--- src/rtl/prio_rr_arbiter.sv ---
`default_nettype none
// ============================================================================
// Module      : prio_rr_arbiter
// Description : N-way request arbiter with a registered one-hot grant and a
//               binary grant index. The selection policy is picked at runtime:
//               fixed priority (lowest index wins) or round-robin starting at
//               a rotating pointer. A grant is held until the owner signals
//               done, drops its request, or holds it for MAX_HOLD cycles. In
//               the last case the grant is force-released and a one-cycle
//               timeout pulse is raised.
// Ports       : clk       - rising-edge clock
//               rst       - synchronous active-high reset
//               req       - request vector, bit i = requester i
//               done      - owner releases the grant (sampled in GRANT only)
//               rr_mode   - 0 = fixed priority, 1 = round-robin (sampled
//                           when arbitrating in IDLE)
//               gnt       - registered one-hot grant
//               gnt_idx   - binary index of the granted requester
//               gnt_valid - high while a grant is held
//               timeout   - one-cycle pulse on a forced release
// Revision    : 1.0 - initial release
// ============================================================================
module prio_rr_arbiter #(
  parameter int N        = 4,
  parameter int IDXW     = $clog2(N),
  parameter int MAX_HOLD = 8
) (
  input  logic            clk,
  input  logic            rst,
  input  logic [N-1:0]    req,
  input  logic            done,
  input  logic            rr_mode,
  output logic [N-1:0]    gnt,
  output logic [IDXW-1:0] gnt_idx,
  output logic            gnt_valid,
  output logic            timeout
);

  // Hold counter must be able to represent MAX_HOLD itself.
  localparam int              HCW        = $clog2(MAX_HOLD + 1);
  localparam logic [HCW-1:0]  HOLD_LIMIT = HCW'(MAX_HOLD);
  localparam logic [HCW-1:0]  HOLD_FIRST = HCW'(1);
  localparam logic [IDXW-1:0] LAST_IDX   = IDXW'(N - 1);

  typedef enum logic [1:0] {
    IDLE    = 2'd0,
    GRANT   = 2'd1,
    RELEASE = 2'd2
  } state_t;

  state_t          state;
  logic [IDXW-1:0] ptr;
  logic [HCW-1:0]  hold_cnt;

  logic [N-1:0]    rot_req;     // req rotated so that bit 0 is requester ptr
  logic [IDXW-1:0] rr_off;      // offset of the first set bit in rot_req
  logic [IDXW-1:0] rr_idx;
  logic [IDXW-1:0] fp_idx;
  logic [IDXW-1:0] win_idx;
  logic [N-1:0]    win_onehot;
  logic            any_req;
  logic            owner_gone;
  logic            hold_expired;
  logic [IDXW-1:0] next_ptr;

  // Modulo-N wrap for a sum of two values that are each below N.
  function automatic int wrap_n(input int v);
    return (v >= N) ? v - N : v;
  endfunction

  assign any_req = |req;

  // --------------------------------------------------------------------------
  // Fixed priority: scan from the top down so the lowest set index is the
  // last assignment to stick. All-zero req falls through to the default.
  // --------------------------------------------------------------------------
  always_comb begin
    fp_idx = '0;
    for (int i = N - 1; i >= 0; i--) begin
      if (req[i]) begin
        fp_idx = IDXW'(i);
      end
    end
  end

  // --------------------------------------------------------------------------
  // Round-robin: rotate req so the scan always starts at bit 0, find the
  // lowest set bit of the rotated vector, then add ptr back (mod N).
  // --------------------------------------------------------------------------
  always_comb begin
    rot_req = '0;
    for (int k = 0; k < N; k++) begin
      rot_req[k] = req[wrap_n(int'(ptr) + k)];
    end
  end

  always_comb begin
    rr_off = '0;
    for (int k = N - 1; k >= 0; k--) begin
      if (rot_req[k]) begin
        rr_off = IDXW'(k);
      end
    end
  end

  assign rr_idx  = IDXW'(wrap_n(int'(ptr) + int'(rr_off)));
  assign win_idx = rr_mode ? rr_idx : fp_idx;

  // Index-to-one-hot decode of the winner.
  generate
    for (genvar g = 0; g < N; g++) begin : g_win_dec
      assign win_onehot[g] = (win_idx == IDXW'(g));
    end
  endgenerate

  // --------------------------------------------------------------------------
  // GRANT exit conditions. A voluntary release (done or dropped request)
  // takes precedence over the hold limit, so a coincident done suppresses
  // the timeout pulse.
  // --------------------------------------------------------------------------
  assign owner_gone   = done || !req[gnt_idx];
  assign hold_expired = (hold_cnt == HOLD_LIMIT);
  assign next_ptr     = (gnt_idx == LAST_IDX) ? '0 : gnt_idx + 1'b1;

  // --------------------------------------------------------------------------
  // Control FSM with registered outputs.
  // --------------------------------------------------------------------------
  always_ff @(posedge clk) begin
    if (rst) begin
      state     <= IDLE;
      gnt       <= '0;
      gnt_idx   <= '0;
      gnt_valid <= 1'b0;
      timeout   <= 1'b0;
      ptr       <= '0;
      hold_cnt  <= '0;
    end else begin
      timeout <= 1'b0;
      unique case (state)
        IDLE: begin
          if (any_req) begin
            state     <= GRANT;
            gnt       <= win_onehot;
            gnt_idx   <= win_idx;
            gnt_valid <= 1'b1;
            hold_cnt  <= HOLD_FIRST;
          end
        end

        GRANT: begin
          if (owner_gone || hold_expired) begin
            state     <= RELEASE;
            gnt       <= '0;
            gnt_valid <= 1'b0;
            hold_cnt  <= '0;
            // Pointer advances in fixed mode too, so a later switch to
            // round-robin starts from a sensible place.
            ptr       <= next_ptr;
            timeout   <= !owner_gone;
          end else begin
            hold_cnt <= hold_cnt + 1'b1;
          end
        end

        RELEASE: begin
          // gnt_idx keeps its last value through the bubble.
          state <= IDLE;
        end

        default: begin
          state     <= IDLE;
          gnt       <= '0;
          gnt_valid <= 1'b0;
          hold_cnt  <= '0;
        end
      endcase
    end
  end

  // --------------------------------------------------------------------------
  // Output invariants.
  // --------------------------------------------------------------------------
  a_gnt_onehot0 : assert property (@(posedge clk) disable iff (rst)
    $onehot0(gnt));
  a_valid_matches : assert property (@(posedge clk) disable iff (rst)
    gnt_valid == (|gnt));
  a_idx_matches : assert property (@(posedge clk) disable iff (rst)
    gnt_valid |-> gnt[gnt_idx]);

endmodule
`default_nettype wire

--- config.mk ---
export PLATFORM = sky130hd
export DESIGN_NAME = prio_rr_arbiter
export DESIGN_NICKNAME = d
export VERILOG_FILES = /design/src/rtl/prio_rr_arbiter.sv
export SDC_FILE = /design/constraint.sdc
export NUM_CORES = 1
export LEC_CHECK = 0
export BUFFER_PORTS_ARGS = -buffer_cell sky130_fd_sc_hd__buf_4
export CAP_MARGIN = 20
export CORE_MARGIN = 2
export CORE_UTILIZATION = 25
export CTS_CLUSTER_SIZE = 16
export DETAILED_ROUTE_END_ITERATION = 10
export HOLD_SLACK_MARGIN = 0.12
export PLACE_DENSITY = 0.42
export SLEW_MARGIN = 30
export SYNTH_ARGS = -nofsm -noshare
export SYNTH_HDL_FRONTEND = slang
export SYNTH_SLANG_ARGS = --single-unit
--- constraint.sdc ---
create_clock -name clk -period 5 [get_ports clk]
set_input_delay 0.5 -clock clk [delete_from_list [all_inputs] [get_ports clk]]
set_output_delay 0.5 -clock clk [all_outputs]
set_load 0.1 [all_outputs]
* Word level (Yosys, flattened, before mapping)
Cells that the tools add are included.
W data, S select, Z words.
** Word-level totals
- Output and inout port bits :: 8
- Logic and storage cells :: 94
- Input bits :: 8
- Bits in registers :: 16
** Operators by class
- $lt $le $gt $ge :: 10
- Add/sub/neg operators :: 11
- Multiplexer cells :: 41
- Eq/ne operators :: 9
- Reductions and logical operators :: 13
- Bitwise gates (word level) :: 3
** Operators with widths (number)
- $lt A32 B4 Y1 const B :: 4
- $mux W32 :: 4
- $mux W2 :: 13
- $pmux W4 S3 :: 2
- $mux W4 :: 4
- $ge A3 B3 Y1 const B :: 4
- $sub A3 B3 Y4 const B :: 3
- $mux W1 :: 11
- $bmux W1 S2 :: 5
- $eq A2 B2 Y1 const B :: 4
- $reduce_and A2 Y1 :: 4
- $add A2 B2 Y3 const B :: 2
- $add A4 B1 Y4 const B :: 1
- $eq A2 B1 Y1 const B :: 2
- $eq A4 B4 Y1 const B :: 1
- $logic_not A2 Y1 :: 2
- $ne A2 B2 Y1 const B :: 2
- $pmux W2 S2 :: 1
- $reduce_or A4 Y1 :: 1
- $sub A2 B3 Y4 const B :: 1
- $add A2 B1 Y3 const B :: 1
- $add A2 B2 Y3 :: 1
- $ge A2 B3 Y1 const B :: 1
- $lt A2 B3 Y1 const B :: 1
- 8 further kinds :: 12

* Longest topological paths before layout
- Word-level depth :: 17
- Depth in mapped cells :: 11
- Mapped depth without buffers :: 10

* Worst setup path before layout
No wires, ideal clock.
- Path kind :: input port to flip-flop
- Start :: input port req[0]
- End :: register gnt[0]
- Setup time :: 0.116 ns
- Path buffers :: 1
- Cell stages on the path :: 9
- Data required time :: 4.884 ns
- Slack :: 2.619 ns
- Arrival :: 2.264 ns
- Cells stage by stage :: buf_2 > or4_1 > o2111ai_1 > ha_1 > inv_1 > a221oi_2 > nor3_1 > a21o_1 > a41o_1
** On the way
- Word-level cells in the longest chain between the ends :: 14
- Elaborated cells on any way between the ends :: 34
- Classes of those cells :: add/sub: 2; order compare: 1; eq/ne: 2; mux: 23; reduce/logical: 6
** Ends and longest elaborated chain
- start: declaration :: line 30 : input logic [N-1:0] req,
- $bmux W1 S2 :: line 93 : rot_req[k] = req[wrap_n(int'(ptr) + k)];
- $mux W1 (implied by the code) (2 in series) :: line 93
- $mux W2 (4 in series) :: line 100 : if (rot_req[k]) begin
- $add A2 B2 Y3 :: line 106 : assign rr_idx = IDXW'(wrap_n(int'(ptr) + int'(rr_off)));
- $ge A3 B3 Y1 or $sub A2 B1 Y2 (tied branches) :: line 68 : return (v >= N) ? v - N : v;
- $mux W2 :: line 68
- $mux W2 :: line 107 : assign win_idx = rr_mode ? rr_idx : fp_idx;
- $logic_not A2 Y1 :: line 112 : assign win_onehot[g] = (win_idx == IDXW'(g));
- $mux W4 :: line 141 : if (any_req) begin
- $pmux W4 S3 :: line 139 : unique case (state)
- end signal: assignment :: line 143 : gnt <= win_onehot;
- end: declaration :: line 33 : output logic [N-1:0] gnt,
Parallel ways exist; a longest one is shown, timed or not. The select of a mux whose other input is x is not followed.
A chain may end at the register's enable or synchronous reset.

* Worst setup path after layout
- Start :: register ptr[0]
- End :: register gnt[0]
** On the way
- Word-level cells in the longest chain between the ends :: 17
- Elaborated cells on any way between the ends :: 39
- Classes of those cells :: add/sub: 9; order compare: 5; mux: 24; reduce/logical: 1
** Ends and longest elaborated chain
- start: declaration :: line 52 : logic [IDXW-1:0] ptr;
- start signal: assignment :: line 158 : ptr <= next_ptr;
- $add A2 B2 Y3 :: line 93
- $sub A3 B3 Y4 or $ge A3 B3 Y1 (tied branches) :: line 68
- $mux W32 :: line 68
- $bmux W1 S2 :: line 93
- $mux W1 (implied by the code) (2 in series) :: line 93
- $mux W2 (4 in series) :: line 100
- $add A2 B2 Y3 (*) :: line 106
- $ge A3 B3 Y1 or $sub A2 B1 Y2 (tied branches) :: line 68
- $mux W2 (*) :: line 68
- $mux W2 (*) :: line 107
- $logic_not A2 Y1 (*) :: line 112
- $mux W4 (*) :: line 141
- $pmux W4 S3 (*) :: line 139
Mark *: on every way between the ends. The rest lies on a longest branch, timed or not. The select of a mux whose other input is x is not followed.

==> flow_summary.toml <==
[run_status]
outcome = "finished, final reports clean"

[clocking]
clkTransAtPathRegs_ns = 0.07
cts-resized-gates = 0
htree_levels = 1
cts_tree = "built"
cts_buffer_depth = 2
root_buffer = "clkbuf_8"
post_cts_buffers = 0
holdBufCountCts = 0
clock_sinks = 16
clk_latency_ns = 0.25
cts_buffers = 3

[die]
die_area_mm2 = 0.00452
dieHeight_um = 67.2
core_area_mm2 = 0.00374
initial_core_util = 0.267
die_x_um = 67.2
io_pins = 16
row_count = 22

[timing]
fmax_ghz = 0.420
final.setup.tns_ns = 0
final-hold-violation-count = 0
setup_viol = 0
drv_slew = 0
post-route-period-util = 0.476
slew_headroom = 0.680
worst_pin_slew_ns = 0.480
rsz0062_at_grt = "no"
period_minus_slack_ns = 2.38
finalClockSkew_ns = 0.00203

[logic_synthesis]
yosysMostFrequentCell = "nor2_1"
synth_fp_nets = 134
synth-seq-cells = 16
synth_top_area_cell = "dfxtp_1"
syn_area_um2 = 1000
seq_area_frac_synth = 0.320
netlist-cell-type-count = 43
synthCells = 122
ys_top_cells_by_area = "dfxtp_1 (32%), nor2_1 (8.3%), ha_1 (5.0%)"
synth_flop_cell = "dfxtp_1"
async_flop_share = 0
yosys_warnings = 0
syn_area_per_cell_um2 = 8.19
synth_top_area_share = 0.320
synth_edf_count = 0
synthTopCellsByCount = "nor2_1 (22), dfxtp_1 (16), nand2_1 (9)"

[place]
gp_congestion = 0.777
place_area_mm2 = 0.00115
port_buffers = 15
dp_hpwl_mm = 1.64

[power]
p_leak_nw = 0.482
p_sw_frac = 0.400
power_frac_comb = 0.355
p_switching_mw = 0.157
p_int_mw = 0.235
ir_worst_vdd_mv = 0.160
p_seq_frac = 0.393
powerDensity_mw_per_mm2 = 330
clkPwrFrac = 0.252

[routing]
drtPass1Iterations = 4
route.detailed.drc = 0
via_per_inst = 4.96
ant_nets = 0
vias = 903
routed_wl_mm = 2.20
dr.first_iter.drc_count = 38
wl_per_cell_um = 12.1

[setup_path]
crit_chain = "or4_1 -> o2111ai_1 -> ha_1 -> inv_1 -> a221oi_2 -> nor3_1 -> a21o_1 -> a41o_1"
arrival_ns = 2.53
worstPathMaxFanout = 12
crit_required_ns = 5.14
end_kind = "flip-flop"
slowest_delay_ns = 0.57
critPathKind = "reg2reg"
startpoint_type = "flip-flop"
crit_slowest_cell = "or4_1"

[hold_path]
hold_path_class = "reg2reg"

[cells_and_area]
drive_above_1_share = 0.201
stdcell_area_mm2 = 0.00119
n_antenna_cell = 0
fin_nets = 148
syn_to_final_growth_pct = 18.8

[global_routing]
grt_start_max_net_pins = 14
antenna_found_initial = 0
grt_pass1_vias = 758
grt_first_pass_wirelength_mm = 3.59
grt_overflow = 0
grt_usage = 0.106

[run]
max_cap_violations = 0
## kinds of logic after synthesis
| family | share of synthesized area |
|---|---|
| DFF | 0.320 |
| and+or+nand+nor | 0.294 |
| xor gates and xnor gates | 0.0175 |
| adders and majority gates | 0.0501 |
| buffers and inverters | 0.0375 |
| muxes | 0.0501 |
| AOI/OAI and AO/OA | 0.230 |
## flip-flops by register name (all words and copies together) (netlist names)
name       cells
timeout        1
ptr            2
gnt_idx        2
gnt            4
gnt_valid      1
state          2
hold_cnt       4
## area by class of cell
cell class | instances | area [um2]
clock buffers | 3 | 41.3
fillers | 425 | 2560
inverters | 3 | 11.3
multi-input cells | 97 | 642
flip-flops and latches | 16 | 320
well taps | 48 | 60.1
repair buffers | 15 | 113
## placed cells by master, fill, tap and decap left out, drive strengths merged, types with 2 or more instances in the layout
cell type and n:
buf 15, o21ai 3, nand2 9, nor2 22
ha 4, nor3b 2, or2 2, mux2i 5
dfxtp 16, clkbuf 3, nand2b 4, or3 2
nor2b 3, o22ai 4, nor3 3, o211ai 2
a41o 2, nand3 3, a21oi 9, inv 3
and2 2
## per-stage QoR
| step | util | hold slack [ns] | cells | power, mW | setup WS (ns) |
|---|---|---|---|---|---|
| final | 0.317 | 0.489 | 182 | 0.392 | 2.62 |
| after global routing | 0.317 | 0.525 | 182 | 0.414 | 2.41 |
| after CTS | 0.317 | 0.498 | 182 | 0.398 | 2.62 |
| after detailed placement | 0.306 | 0.480 | 179 | 0.296 | 2.45 |
| after global placement | 0.306 | 0.468 | 179 | 0.297 | 2.52 |
| after floorplan | - | 0.468 | 122 | 0.266 | 2.62 |
## critical path, delay by kind of cell, from the launching register on
family | cells | cell delay [ns]
buffers and inverters | 1 | 0.07
and+or+nand+nor | 2 | 0.69
DFF | 1 | 0.43
AOI/OAI and AO/OA | 4 | 0.93
adders and majority gates | 1 | 0.17
## metal layers
layer  up-vias  global-route usage  share of wire
li1        466                   -              -
met1       421               0.141           0.49
met2        12               0.158           0.45
met3         4              0.0383          0.047
met4         0              0.0383          0.012
met5         -                   0              0
## power by group through the flow
stage / sequential [mW] / clock, mW / combinational, mW
global placement: 0.157 / 0 / 0.140
global route: 0.156 / 0.109 / 0.150
detailed placement: 0.156 / 0 / 0.140
CTS: 0.154 / 0.104 / 0.140
finish: 0.154 / 0.0989 / 0.139
floorplan: 0.201 / 0 / 0.0659
## worst paths after layout
check / endpoint / depth (start not counted) / slack [ns] / from
min reg2reg: gnt[3]$_SDFFE_PP0P_ / 2 / 0.49 / gnt[3]$_SDFFE_PP0P_
min: gnt[3]$_SDFFE_PP0P_ / 2 / 0.49 / gnt[3]$_SDFFE_PP0P_
max reg2reg: gnt[0]$_SDFFE_PP0P_ / 8 / 2.62 / ptr[0]$_SDFFE_PP0N_
max: gnt[0]$_SDFFE_PP0P_ / 8 / 2.62 / ptr[0]$_SDFFE_PP0N_
(Power assumes the default switching activity.)
